$ cat src/rtl/inst_mem_arbiter.sv
// Arbiter sharing a single-port synchronous instruction memory between fetch (F) and loader (L).
// Optional fetch starvation guard is enabled by defining INST_ARB_STARVE_GUARD_EN.
module inst_mem_arbiter #(
   parameter int ADDR_LEN   = 32,
   parameter int INSTR_LEN  = 32,
   parameter int IDX_LEN    = 8,
   parameter int STARVE_MAX = 4
) (
   input  logic                 clk,
   input  logic                 rst_n,
   input  logic                 f_valid,
   output logic                 f_ready,
   input  logic [ADDR_LEN-1:0]  f_addr,
   output logic                 f_rsp_valid,
   output logic [INSTR_LEN-1:0] f_rsp_data,
   output logic                 f_rsp_err,
   input  logic                 l_valid,
   output logic                 l_ready,
   input  logic                 l_we,
   input  logic [ADDR_LEN-1:0]  l_addr,
   input  logic [INSTR_LEN-1:0] l_wdata,
   input  logic                 l_lock,
   output logic                 l_rsp_valid,
   output logic [INSTR_LEN-1:0] l_rsp_data,
   output logic                 l_rsp_err,
   output logic                 mem_en,
   output logic                 mem_we,
   output logic [IDX_LEN-1:0]   mem_idx,
   output logic [INSTR_LEN-1:0] mem_wdata,
   input  logic [INSTR_LEN-1:0] mem_rdata
);

   typedef enum logic [2:0] {OWN_NONE, OWN_F, OWN_L, OWN_F_ERR, OWN_L_ERR} owner_e;

   owner_e rsp_owner_q, rsp_owner_d;
   logic   rsp_wr_q, rsp_wr_d;
   logic   f_err, l_err, guard_trip, grant_f, grant_l;

   // Valid/ready: a request completes in the cycle valid & ready; its response
   // appears exactly one cycle later and cannot be stalled.
   assign f_err = (f_addr[1:0] != 2'b00) || (f_addr[ADDR_LEN-1:IDX_LEN+2] != '0);
   assign l_err = (l_addr[1:0] != 2'b00) || (l_addr[ADDR_LEN-1:IDX_LEN+2] != '0);

`ifdef INST_ARB_STARVE_GUARD_EN
   localparam int CNT_W = $clog2(STARVE_MAX + 1);
   logic [CNT_W-1:0] starve_cnt_q, starve_cnt_d;

   assign guard_trip = (starve_cnt_q == CNT_W'(STARVE_MAX)) && f_valid && !l_lock;

   always_comb begin
      starve_cnt_d = starve_cnt_q;
      if (grant_f || !f_valid) begin
         starve_cnt_d = '0;
      end else if (grant_l && !l_lock && (starve_cnt_q != CNT_W'(STARVE_MAX))) begin
         starve_cnt_d = starve_cnt_q + 1'b1;
      end
   end

   always_ff @(posedge clk) begin
      if (!rst_n) starve_cnt_q <= '0;
      else        starve_cnt_q <= starve_cnt_d;
   end
`else
   assign guard_trip = 1'b0;
`endif

   // Grants are held off entirely while reset is asserted.
   assign grant_l = rst_n && l_valid && !guard_trip;
   assign grant_f = rst_n && !grant_l && f_valid && !l_lock;
   assign l_ready = grant_l;
   assign f_ready = grant_f;

   always_comb begin
      rsp_owner_d = OWN_NONE;
      rsp_wr_d    = 1'b0;
      mem_en      = 1'b0;
      mem_we      = 1'b0;
      mem_idx     = '0;
      mem_wdata   = '0;
      if (grant_l) begin
         rsp_owner_d = l_err ? OWN_L_ERR : OWN_L;
         rsp_wr_d    = l_we;
         mem_en      = !l_err;
         mem_we      = l_we && !l_err;
         mem_idx     = l_addr[IDX_LEN+1:2];
         mem_wdata   = l_wdata;
      end else if (grant_f) begin
         rsp_owner_d = f_err ? OWN_F_ERR : OWN_F;
         mem_en      = !f_err;
         mem_idx     = f_addr[IDX_LEN+1:2];
      end
   end

   always_ff @(posedge clk) begin
      if (!rst_n) begin
         rsp_owner_q <= OWN_NONE;
         rsp_wr_q    <= 1'b0;
      end else begin
         rsp_owner_q <= rsp_owner_d;
         rsp_wr_q    <= rsp_wr_d;
      end
   end

   assign f_rsp_valid = (rsp_owner_q == OWN_F) || (rsp_owner_q == OWN_F_ERR);
   assign f_rsp_err   = (rsp_owner_q == OWN_F_ERR);
   assign f_rsp_data  = (rsp_owner_q == OWN_F) ? mem_rdata : '0;
   assign l_rsp_valid = (rsp_owner_q == OWN_L) || (rsp_owner_q == OWN_L_ERR);
   assign l_rsp_err   = (rsp_owner_q == OWN_L_ERR);
   assign l_rsp_data  = ((rsp_owner_q == OWN_L) && !rsp_wr_q) ? mem_rdata : '0;

endmodule

$ cat config.mk
export PLATFORM = sky130hd
export DESIGN_NAME = inst_mem_arbiter
export DESIGN_NICKNAME = d
export VERILOG_FILES = /design/src/rtl/inst_mem_arbiter.sv
export SDC_FILE = /design/constraint.sdc
export NUM_CORES = 1
export LEC_CHECK = 0
export CAP_MARGIN = 0
export CORE_AREA = 2 2 97 99
export CTS_CLUSTER_SIZE = 10
export DETAILED_ROUTE_END_ITERATION = 8
export DIE_AREA = 0 0 99 101
export GPL_TIMING_DRIVEN = 0
export PLACE_DENSITY = 0.64
export SLEW_MARGIN = 5
export SYNTH_ARGS = -nofsm -noshare
export SYNTH_HDL_FRONTEND = slang
export SYNTH_SLANG_ARGS = --single-unit
$ cat constraint.sdc
create_clock -name clk -period 1.4 [get_ports clk]
set_input_delay 0.21 -clock clk [delete_from_list [all_inputs] [get_ports clk]]
set_output_delay 0.21 -clock clk [all_outputs]
set_load 0.05 [all_outputs]
==> results of run 1 <==
==> sequential cells by signal (all words and copies together) (netlist names) <==
register,count
rsp_owner_q,3
rsp_wr_q,1
==> metrics by stage <==
step / setup WS [ns] / instance area, µm² / hold WS (ns) / cells / TNS (ns)
final: -0.245 / 4230 / 0.165 / 531 / -13.59
after global routing: -0.310 / 4230 / 0.163 / 531 / -17.96
after CTS: -0.267 / 4200 / 0.221 / 529 / -15.72
after detailed placement: -1.13 / 3830 / 0.780 / 512 / -91.05
after global placement: -1.11 / 3830 / 0.779 / 512 / -89.67
after floorplan: -0.282 / 1240 / 0.276 / 156 / -4.69
==> report_power, final <==
part           internal, mW  switching, mW  total [mW]
sequential            0.117        0.00642       0.124
clock                 0.195         0.0607       0.255
combinational         0.503          0.483       0.986
total                 0.814          0.550        1.36
==> synthesized netlist by cell type <==
master | n | area share (%)
nor4bb_1 | 1 | 0.91
a22o_1 | 9 | 7.2
and2b_4 | 1 | 0.91
nor2b_2 | 1 | 0.80
o2bb2ai_1 | 1 | 0.80
nand4_1 | 2 | 1.1
nor4b_4 | 1 | 2.2
and3_1 | 33 | 19
nor3b_1 | 1 | 0.69
inv_1 | 1 | 0.34
dfxtp_1 | 4 | 7.3
and2_2 | 3 | 2.1
xnor2_1 | 1 | 0.80
buf_2 | 2 | 0.91
nor2_1 | 3 | 1.0
nor4_1 | 12 | 6.9
clkbuf_1 | 6 | 2.1
nor2b_1 | 1 | 0.57
nand2_1 | 2 | 0.69
buf_6 | 6 | 6.2
and2_1 | 64 | 37
and4bb_1 | 1 | 1.1
==> final timing paths <==
check / end / slack, ns / start / cells after the start
worst max-delay path: f_rsp_data[5] / -0.24 / rsp_owner_q[0]$_SDFF_PP0_ / 5
worst min-delay path: rsp_owner_q[0]$_SDFF_PP0_ / 0.17 / l_lock / 2
==> layer usage <==
layer / track usage, % / routed length (µm)
met4: 1.48 / 0
met5: 0 / 0
met2: 25.2 / 3870
met3: 3.88 / 739
met1: 14.4 / 2550
==> worst max-delay path, stage by stage, from the launching register on <==
cell	delay, ns
dfxtp_4	0.37
nor2b_4	0.15
and2b_4	0.25
buf_6	0.14
and2_2	0.16
buf_8	0.14
==> cells by family after synthesis <==
| logic type | share of synthesized area, % |
|---|---|
| buf+inv | 9.48 |
| flops | 7.31 |
| simple gates | 74.4 |
| xor+xnor | 0.800 |
| compound gates | 8.00 |
==> timing repair <==
action | 4_1_cts | 5_1_grt
buffers inserted | 10 | 4
resized for setup | 886 | 104
endpoints found under the setup margin | 112 | 103
cloned | 3 | 1
pin swaps | 28 | 23
==> final cells by class <==
type | count | area (µm²)
fill | 868 | 4740
timing repair buffer | 260 | 2630
multi-input combinational | 137 | 1200
tap | 111 | 139
buffer | 14 | 128
sequential | 4 | 88.8
clock buffer | 4 | 45.0
inverter | 1 | 3.75
==> run_results.csv, run 1 <==
group,metric,value,unit
route,vias,2170,
clock_tree,clk_pin_slew,0.03,ns
final_layout,area_growth,287,%
timing,post-route-period-util,117,%
die,coreArea,8980,µm²
timing,setup_violations,66,
route,wl,7160,µm
final_layout,nets,555,
timing,tightest_slew,0.284,ns
grt,antenna_found_initial,0,
yosys,syn_nets,290,
clock_tree,cts-root-buf,"clkbuf_8",
route,ant_nets,0,
place,io_buffers,245,
worst_setup_path,critPathCaptureType,"primary output",
grt,grt_pass1_vias,2189,
yosys,synth.avg_cell_area,7.02,µm²
route,drtIter0Drc,26,
die,die_w,99,µm
grt,grt_max_degree,11,
clock_tree,clock_path_buffers,2,
grt,overflow,0,
final_layout,final_layout_size_suffix_gt1_share,64.3,%
timing,drv_slew,0,
timing,final-hold-violation-count,0,
clock_tree,htreeDepth,1,
route,wl_per_cell,13.5,µm
clock_tree,numClockSinks,4,
final_layout,fin_util,47.2,%
clock_tree,numCtsBuffers,3,
die,pin_count,246,
timing,fin_ws,-0.245,ns
place,gp_congestion,0.839,
worst_setup_path,worstPathMaxFanout,8,
job,max-cap-violations,0,
final_layout,most-common-layout-cells,"clkdlybuf4s50_1, buf_8, and2_4",
clock_tree,ctsHoldBuffers,0,
yosys,netlist_instances,156,
power,peakVddDrop,0.000174,V
hold_path,min_path_type,"in2reg",
final_layout,diodes,0,
status,status,"finished, violations left",
yosys,yosys_register_bits,4,
yosys,yosys_warnings,0,
worst_setup_path,startpoint_type,"flip-flop",
place,dpl.hpwl,5950,µm
die,chipHeight,101,µm
yosys,synth.distinct_cells,22,
route,viasPerCell,4.09,
worst_setup_path,critPathArrivalTime,1.43,ns
route,drt_first_pass_iters,4,
power,p_leak,2.07,nW
die,initial_core_util,12.2,%
grt,grt_pass1_wl,10800,µm
timing,fmax,608,MHz
yosys,syn_area,1090,µm²
route,drc,0,
grt,grt_usage,13.0,%
status,violations,"negative setup slack",
die,core.rowCount,35,
power,totalPowerFinal,1.36,mW
die,die_area,10000,µm²
power,p_per_area,322,nW/µm²
clock_tree,cts_tree,"built",
final_layout,final_common_cell,"clkdlybuf4s50_1",
timing,layout_min_cycle_time,1.64,ns
timing,slew_headroom,81.1,%
worst_setup_path,critical_path_class,"reg2out",
yosys,synth.yosys.seq_area_share,7.31,%
timing,rsz0062_at_grt,"yes",
worst_setup_path,cp.required,1.19,ns
(Power assumes the default switching activity.)
==> run 2: changes to the inputs <==
--- a/config.mk
+++ b/config.mk
@@ -5,14 +5,13 @@
 export SDC_FILE = /design/constraint.sdc
 export NUM_CORES = 1
 export LEC_CHECK = 0
-export CAP_MARGIN = 0
+export CAP_MARGIN = 20
 export CORE_AREA = 2 2 97 99
 export CTS_CLUSTER_SIZE = 10
 export DETAILED_ROUTE_END_ITERATION = 8
 export DIE_AREA = 0 0 99 101
 export GPL_TIMING_DRIVEN = 0
-export PLACE_DENSITY = 0.64
-export SLEW_MARGIN = 5
+export PLACE_DENSITY = 0.61
 export SYNTH_ARGS = -nofsm -noshare
 export SYNTH_HDL_FRONTEND = slang
 export SYNTH_SLANG_ARGS = --single-unit
==> run 2 against run 1 <==
Compared with the run above: the flow still finishes with violations (negative setup slack); critical path type unchanged; wire length is 8.0% higher; cell count up 1.5%; clock power is essentially flat.
==> run_results.csv, run 2 (synthesis results as in run 1) <==
group,metric,value,unit
status,status,"finished, violations left",
status,violations,"negative setup slack",
grt,grt_usage,13.8,%
clock_tree,numCtsBuffers,3,
clock_tree,cts-root-buf,"clkbuf_8",
final_layout,regMostFlops,"rsp_owner_q",
worst_setup_path,cp_cell_sequence,"nor4b_4, buf_4, buf_6, and2_4, buf_8",
timing,post-route-period-util,117,%
route,drc,0,
final_layout,nets,563,
worst_setup_path,worstPathMaxFanout,5,
final_layout,largest_reg_flops,3,
grt,overflow,0,
die,coreArea,8980,µm²
route,ant_nets,0,
grt,antenna_found_initial,0,
timing,layout_min_cycle_time,1.63,ns
hold_path,min_path_type,"in2reg",
route,wl,7740,µm
timing,final-hold-violation-count,0,
timing,setup_violations,65,
grt,grt_pass1_vias,2370,
worst_setup_path,startpoint_type,"flip-flop",
place,dpl.cell_count,512,
clock_tree,clk_pin_slew,0.03,ns
route,routed.top_layer,"met4",
route,wl_met2,4360,µm
clock_tree,cts_tree,"built",
die,die_w,99,µm
die,core.rowCount,35,
worst_setup_path,cp.required,1.19,ns
timing,tightest_slew,0.313,ns
final_layout,most-common-layout-cells,"clkdlybuf4s50_1, buf_8, and2_4",
worst_setup_path,slowest_delay,0.35,ns
place,gp_congestion,0.786,
grt,grt_max_degree,11,
final_layout,final_layout_size_suffix_gt1_share,66.1,%
die,chipHeight,101,µm
power,p_per_area,321,nW/µm²
clock_tree,clock_path_buffers,2,
timing,fmax,612,MHz
clock_tree,numClockSinks,4,
final_layout,final_common_cell,"clkdlybuf4s50_1",
timing,drv_slew,0,
route,drt_first_pass_iters,3,
route,vias,2220,
route,wl_per_cell,14.4,µm
die,initial_core_util,12.2,%
route,wl_met3,746,µm
die,pin_count,246,
place,io_buffers,245,
place,dpl.hpwl,5980,µm
job,max-cap-violations,0,
timing,slew_headroom,78.8,%
route,drtIter0Drc,12,
route,viasPerCell,4.12,
power,p_leak,2.12,nW
timing,fin_ws,-0.234,ns
worst_setup_path,critPathArrivalTime,1.42,ns
grt,grt_pass1_wl,11300,µm
final_layout,area_growth,295,%
clock_tree,htreeDepth,1,
worst_setup_path,slowest_stage,"dfxtp_4",
worst_setup_path,critical_path_class,"reg2out",
final_layout,fin_cells,539,
final_layout,diodes,0,
final_layout,fin_util,48.1,%
die,die_area,10000,µm²
timing,rsz0062_at_grt,"yes",
route,wl_met1,2550,µm
worst_setup_path,critPathCaptureType,"primary output",
final_layout,top_regs,"rsp_owner_q: 3 flops, rsp_wr_q: 1 flops",
power,peakVddDrop,0.000196,V
-- run 2: changes by cell type in the layout (fill, tap and decap cells not counted), sizes merged --
| cell | previous run | this run |
|---|---|---|
| dlygate4sd2 | 4 | 3 |
| clkdlybuf4s18 | 3 | 0 |
| buf | 159 | 171 |
-- run 2: repair_timing --
item                       in CTS  in global routing
hold buffers                    0                  0
pin swaps                      55                 20
cloned                          6                  1
buffers inserted               13                  3
setup endpoints to repair     113                102
gates resized for setup       899                103
-- run 2: metrics by stage --
step | power (mW) | hold WS [ns] | worst slack (ns) | area (µm²) | setup TNS [ns]
after detailed placement | 1.10 | 0.805 | -1.16 | 3830 | -91.77
after CTS | 1.38 | 0.243 | -0.266 | 4270 | -14.88
after floorplan | 0.543 | 0.276 | -0.282 | 1240 | -4.69
after global routing | 1.46 | 0.190 | -0.308 | 4320 | -17.73
final | 1.39 | 0.182 | -0.234 | 4320 | -13.64
after global placement | 1.10 | 0.798 | -1.15 | 3830 | -89.46
-- run 2: path summary, 6_finish.rpt --
path | startpoint | to | slack [ns] | cells after the start
worst min-delay path | l_lock | rsp_owner_q[0]$_SDFF_PP0_ | 0.18 | 2
worst max-delay path | rsp_owner_q[0]$_SDFF_PP0_ | l_rsp_data[24] | -0.23 | 5
-- run 2: worst max-delay path, delay by kind of cell (launching register included) --
kind                   cells  cell delay [ns]
DFF                        1             0.35
buffers and inverters      3             0.43
and+or+nand+nor            2             0.43
-- run 2: cell type report --
type | instances | area (µm²)
plain buffers | 14 | 116
clock buffers | 4 | 45.0
fillers | 876 | 4660
inverters | 1 | 3.75
multi-input cells | 137 | 1240
flip-flops and latches | 4 | 88.8
well taps | 111 | 139
repair buffers | 268 | 2690
-- run 2: routing by layer --
layer  vias up  track usage [%]
met4         0             3.16
met1       980             14.3
met5         -                0
li1       1086                -
met3         8             2.77
met2       146             28.0
-- run 2: power by group --
group          internal (mW)  total (mW)  leakage [nW]  switching, mW
combinational          0.510        1.01          2.06          0.498
sequential             0.117       0.123        0.0346        0.00612
clock                  0.195       0.258        0.0228         0.0630
==> run 3: changes to the inputs <==
==> config.mk (replaced) <==
export PLATFORM = sky130hd
export DESIGN_NAME = inst_mem_arbiter
export DESIGN_NICKNAME = d
export VERILOG_FILES = /design/src/rtl/inst_mem_arbiter.sv
export SDC_FILE = /design/constraint.sdc
export NUM_CORES = 1
export LEC_CHECK = 0
export ABC_AREA = 1
export CAP_MARGIN = 20
export CORE_AREA = 2 2 95 97
export CTS_CLUSTER_SIZE = 10
export DETAILED_ROUTE_END_ITERATION = 8
export DIE_AREA = 0 0 97 99
export GPL_TIMING_DRIVEN = 0
export PLACE_DENSITY = 0.64
export SYNTH_ARGS = -nofsm -noshare
export SYNTH_HDL_FRONTEND = slang
export SYNTH_SLANG_ARGS = --single-unit
==> run 3 against run 2 <==
Compared with the run above: the run still ends with negative setup slack left; non-clock buffer count is 1 lower; cell area is 10% higher; sequential power hardly changed; via count is 11% higher; synthesized area is 3.4% higher.
==> run_results.csv, run 3 <==
group,metric,value,unit
status,status,"finished, violations left",
status,violations,"negative setup slack",
yosys,yosys.area_share.simple,55.9,%
yosys,synthMuxAreaShare,0,%
job,max-cap-violations,0,
grt,antenna_found_initial,0,
route,ant_nets,0,
hold_path,holdPathEnd,"rsp_owner_q[0]$_SDFF_PP0_",
clock_tree,clock_path_buffers,2,
yosys,synth.distinct_cells,13,
final_layout,final_layout_size_suffix_gt1_share,58.8,%
timing,holdWs,0.305,ns
timing,layout_min_cycle_time,1.73,ns
grt,grt_pass1_vias,2536,
grt,grt_max_degree,11,
worst_setup_path,cp.required,1.19,ns
yosys,yosys_register_bits,4,
timing,drv_slew,0,
final_layout,fin_cells,635,
yosys,synth-compound-area-share,6.63,%
timing,finalSetupTns,-16.78,ns
die,die_w,97,µm
final_layout,top_regs,"rsp_owner_q: 3 flops, rsp_wr_q: 1 flops",
worst_setup_path,worstPathMaxFanout,7,
route,wl,7910,µm
yosys,syn_area,1130,µm²
timing,final-hold-violation-count,0,
hold_path,hp-start,"rst_n",
yosys,synthTopCellsByCount,"nor2_1, inv_1, nand2_1",
power,totalPowerFinal,1.50,mW
yosys,syn_nets,389,
final_layout,nets,663,
timing,setup_violations,64,
worst_setup_path,cp_cell_sequence,"buf_4, nor2_4, nand2_8, clkbuf_16, buf_4, nor2_4, buf_8",
timing,rsz0062_at_grt,"yes",
clock_tree,cts-root-buf,"clkbuf_8",
yosys,synth_top_area_share,40.8,%
final_layout,diodes,0,
yosys,synth_edf_count,0,
power,peakVddDrop,0.000201,V
place,dpl.hpwl,6440,µm
final_layout,finish.instance_area,4770,µm²
timing,fin_ws,-0.334,ns
route,vias,2469,
final_layout,area_growth,322,%
clock_tree,cts_tree,"built",
worst_setup_path,slowest_stage,"dfxtp_2",
yosys,synth-xor-area-share,0,%
place,gp_congestion,0.814,
yosys,yosys_warnings,0,
yosys,synth_largest_area_cell,"nor2_1",
yosys,synth.yosys.seq_area_share,7.07,%
timing,post-route-period-util,124,%
route,drtIter0Drc,18,
place,dpl_cell_area,4340,µm²
final_layout,most-common-layout-cells,"clkdlybuf4s50_1, buf_6, nor2_4",
place,place_ws,-1.13,ns
route,drt_first_pass_iters,4,
worst_setup_path,critical_path_class,"reg2out",
yosys,synth_area_leaders,"nor2_1, inv_1, dfxtp_1",
grt,grt_usage,15.0,%
yosys,netlist_instances,255,
clock_tree,numCtsBuffers,3,
timing,slew_headroom,80.3,%
die,die_area,9600,µm²
grt,grt_pass1_wl,12000,µm
yosys,synth_most_common_cell,"nor2_1",
clock_tree,ctsHoldBuffers,0,
yosys,synth.avg_cell_area,4.44,µm²
grt,overflow,0,
place,io_buffers,245,
final_layout,regMostFlops,"rsp_owner_q",
worst_setup_path,critPathCaptureType,"primary output",
die,coreArea,8550,µm²
die,core.rowCount,34,
final_layout,final_common_cell,"clkdlybuf4s50_1",
die,initial_core_util,13.2,%
hold_path,hold_depth,3,
timing,fmax,577,MHz
die,pin_count,246,
place,dpl.cell_count,608,
final_layout,largest_reg_flops,3,
final_layout,fin_util,55.8,%
yosys,ys.flop_type,"dfxtp_1",
worst_setup_path,startpoint_type,"flip-flop",
route,drc,0,
timing,tightest_slew,0.296,ns
hold_path,min_path_type,"in2reg",
clock_tree,clk_pin_slew,0.03,ns
worst_setup_path,slowest_delay,0.31,ns
power,p_per_area,315,nW/µm²
die,chipHeight,99,µm
yosys,synth-async-reset-ratio,0,%
worst_setup_path,critPathArrivalTime,1.52,ns
route,viasPerCell,3.89,
power,p_leak,2.29,nW
clock_tree,numClockSinks,4,
yosys,synth_top_family_by_area,"simple AND/OR/NAND/NOR gates",
clock_tree,htreeDepth,1,
route,wl_per_cell,12.5,µm
yosys,synthAdderAreaFrac,0,%
run 3: changes by cell type in the layout (fill, tap and decap cells not counted), moves of 33 or more:
cell / change
inv_1: +66
nor2_2: +39
buf_6: +45
and2_4: -61
and3_1: -33
nor2_4: +69
buf_8: -41
run 3: worst max-delay path, delay by kind of cell (launching register included):
family	cells	cell delay, ns
DFF	1	0.31
and+or+nand+nor	3	0.38
buffers and inverters	4	0.61
run 3: worst max path at each step:
stage / end / start / slack [ns] / cells past startpoint
after floorplan: f_rsp_data[10] / rsp_owner_q[0]$_SDFF_PP0_ / -0.15 / 5
final: f_rsp_data[3] / rsp_owner_q[2]$_SDFF_PN0_ / -0.33 / 7
after global placement: mem_wdata[5] / rst_n / -1.14 / 5
after CTS: l_rsp_data[10] / rsp_owner_q[2]$_SDFF_PN0_ / -0.38 / 7
after detailed placement: mem_wdata[5] / rst_n / -1.13 / 5
after global routing: f_rsp_data[3] / rsp_owner_q[2]$_SDFF_PN0_ / -0.38 / 7
run 3: logic make-up after synthesis:
group           after synthesis
compound gates                9
buf+inv                      83
simple gates                159
flops                         4
run 3: timing repair:
action / in CTS / in global routing
endpoints found under the setup margin: 112 / 88
gates resized for setup: 863 / 76
cloned: 4 / 1
pin swaps: 51 / 40
endpoints found under the hold margin: 0 / 0
setup buffers: 10 / 12
run 3: final cells by class:
class	instances	area (µm²)
buffer	9	139
clock buffer	3	41.3
fill	802	3780
inverter	71	267
multi-input combinational	168	1370
sequential	4	83.8
tap	108	135
timing repair buffer	272	2740
run 3: metal layers:
layer / global-route usage [%] / up-vias / wire length [µm]
li1: - / 1254 / -
met1: 14.9 / 1065 / 2710
met2: 30.6 / 144 / 4370
met3: 3.76 / 6 / 732
met4: 4.12 / 0 / 96
met5: 0 / - / 0
run 3: power by group:
part | switching [mW] | total (mW) | internal (mW)
Sequential | 0.00283 | 0.123 | 0.120
Combinational | 0.607 | 1.14 | 0.537
Clock | 0.0524 | 0.235 | 0.183
Total | 0.663 | 1.50 | 0.839
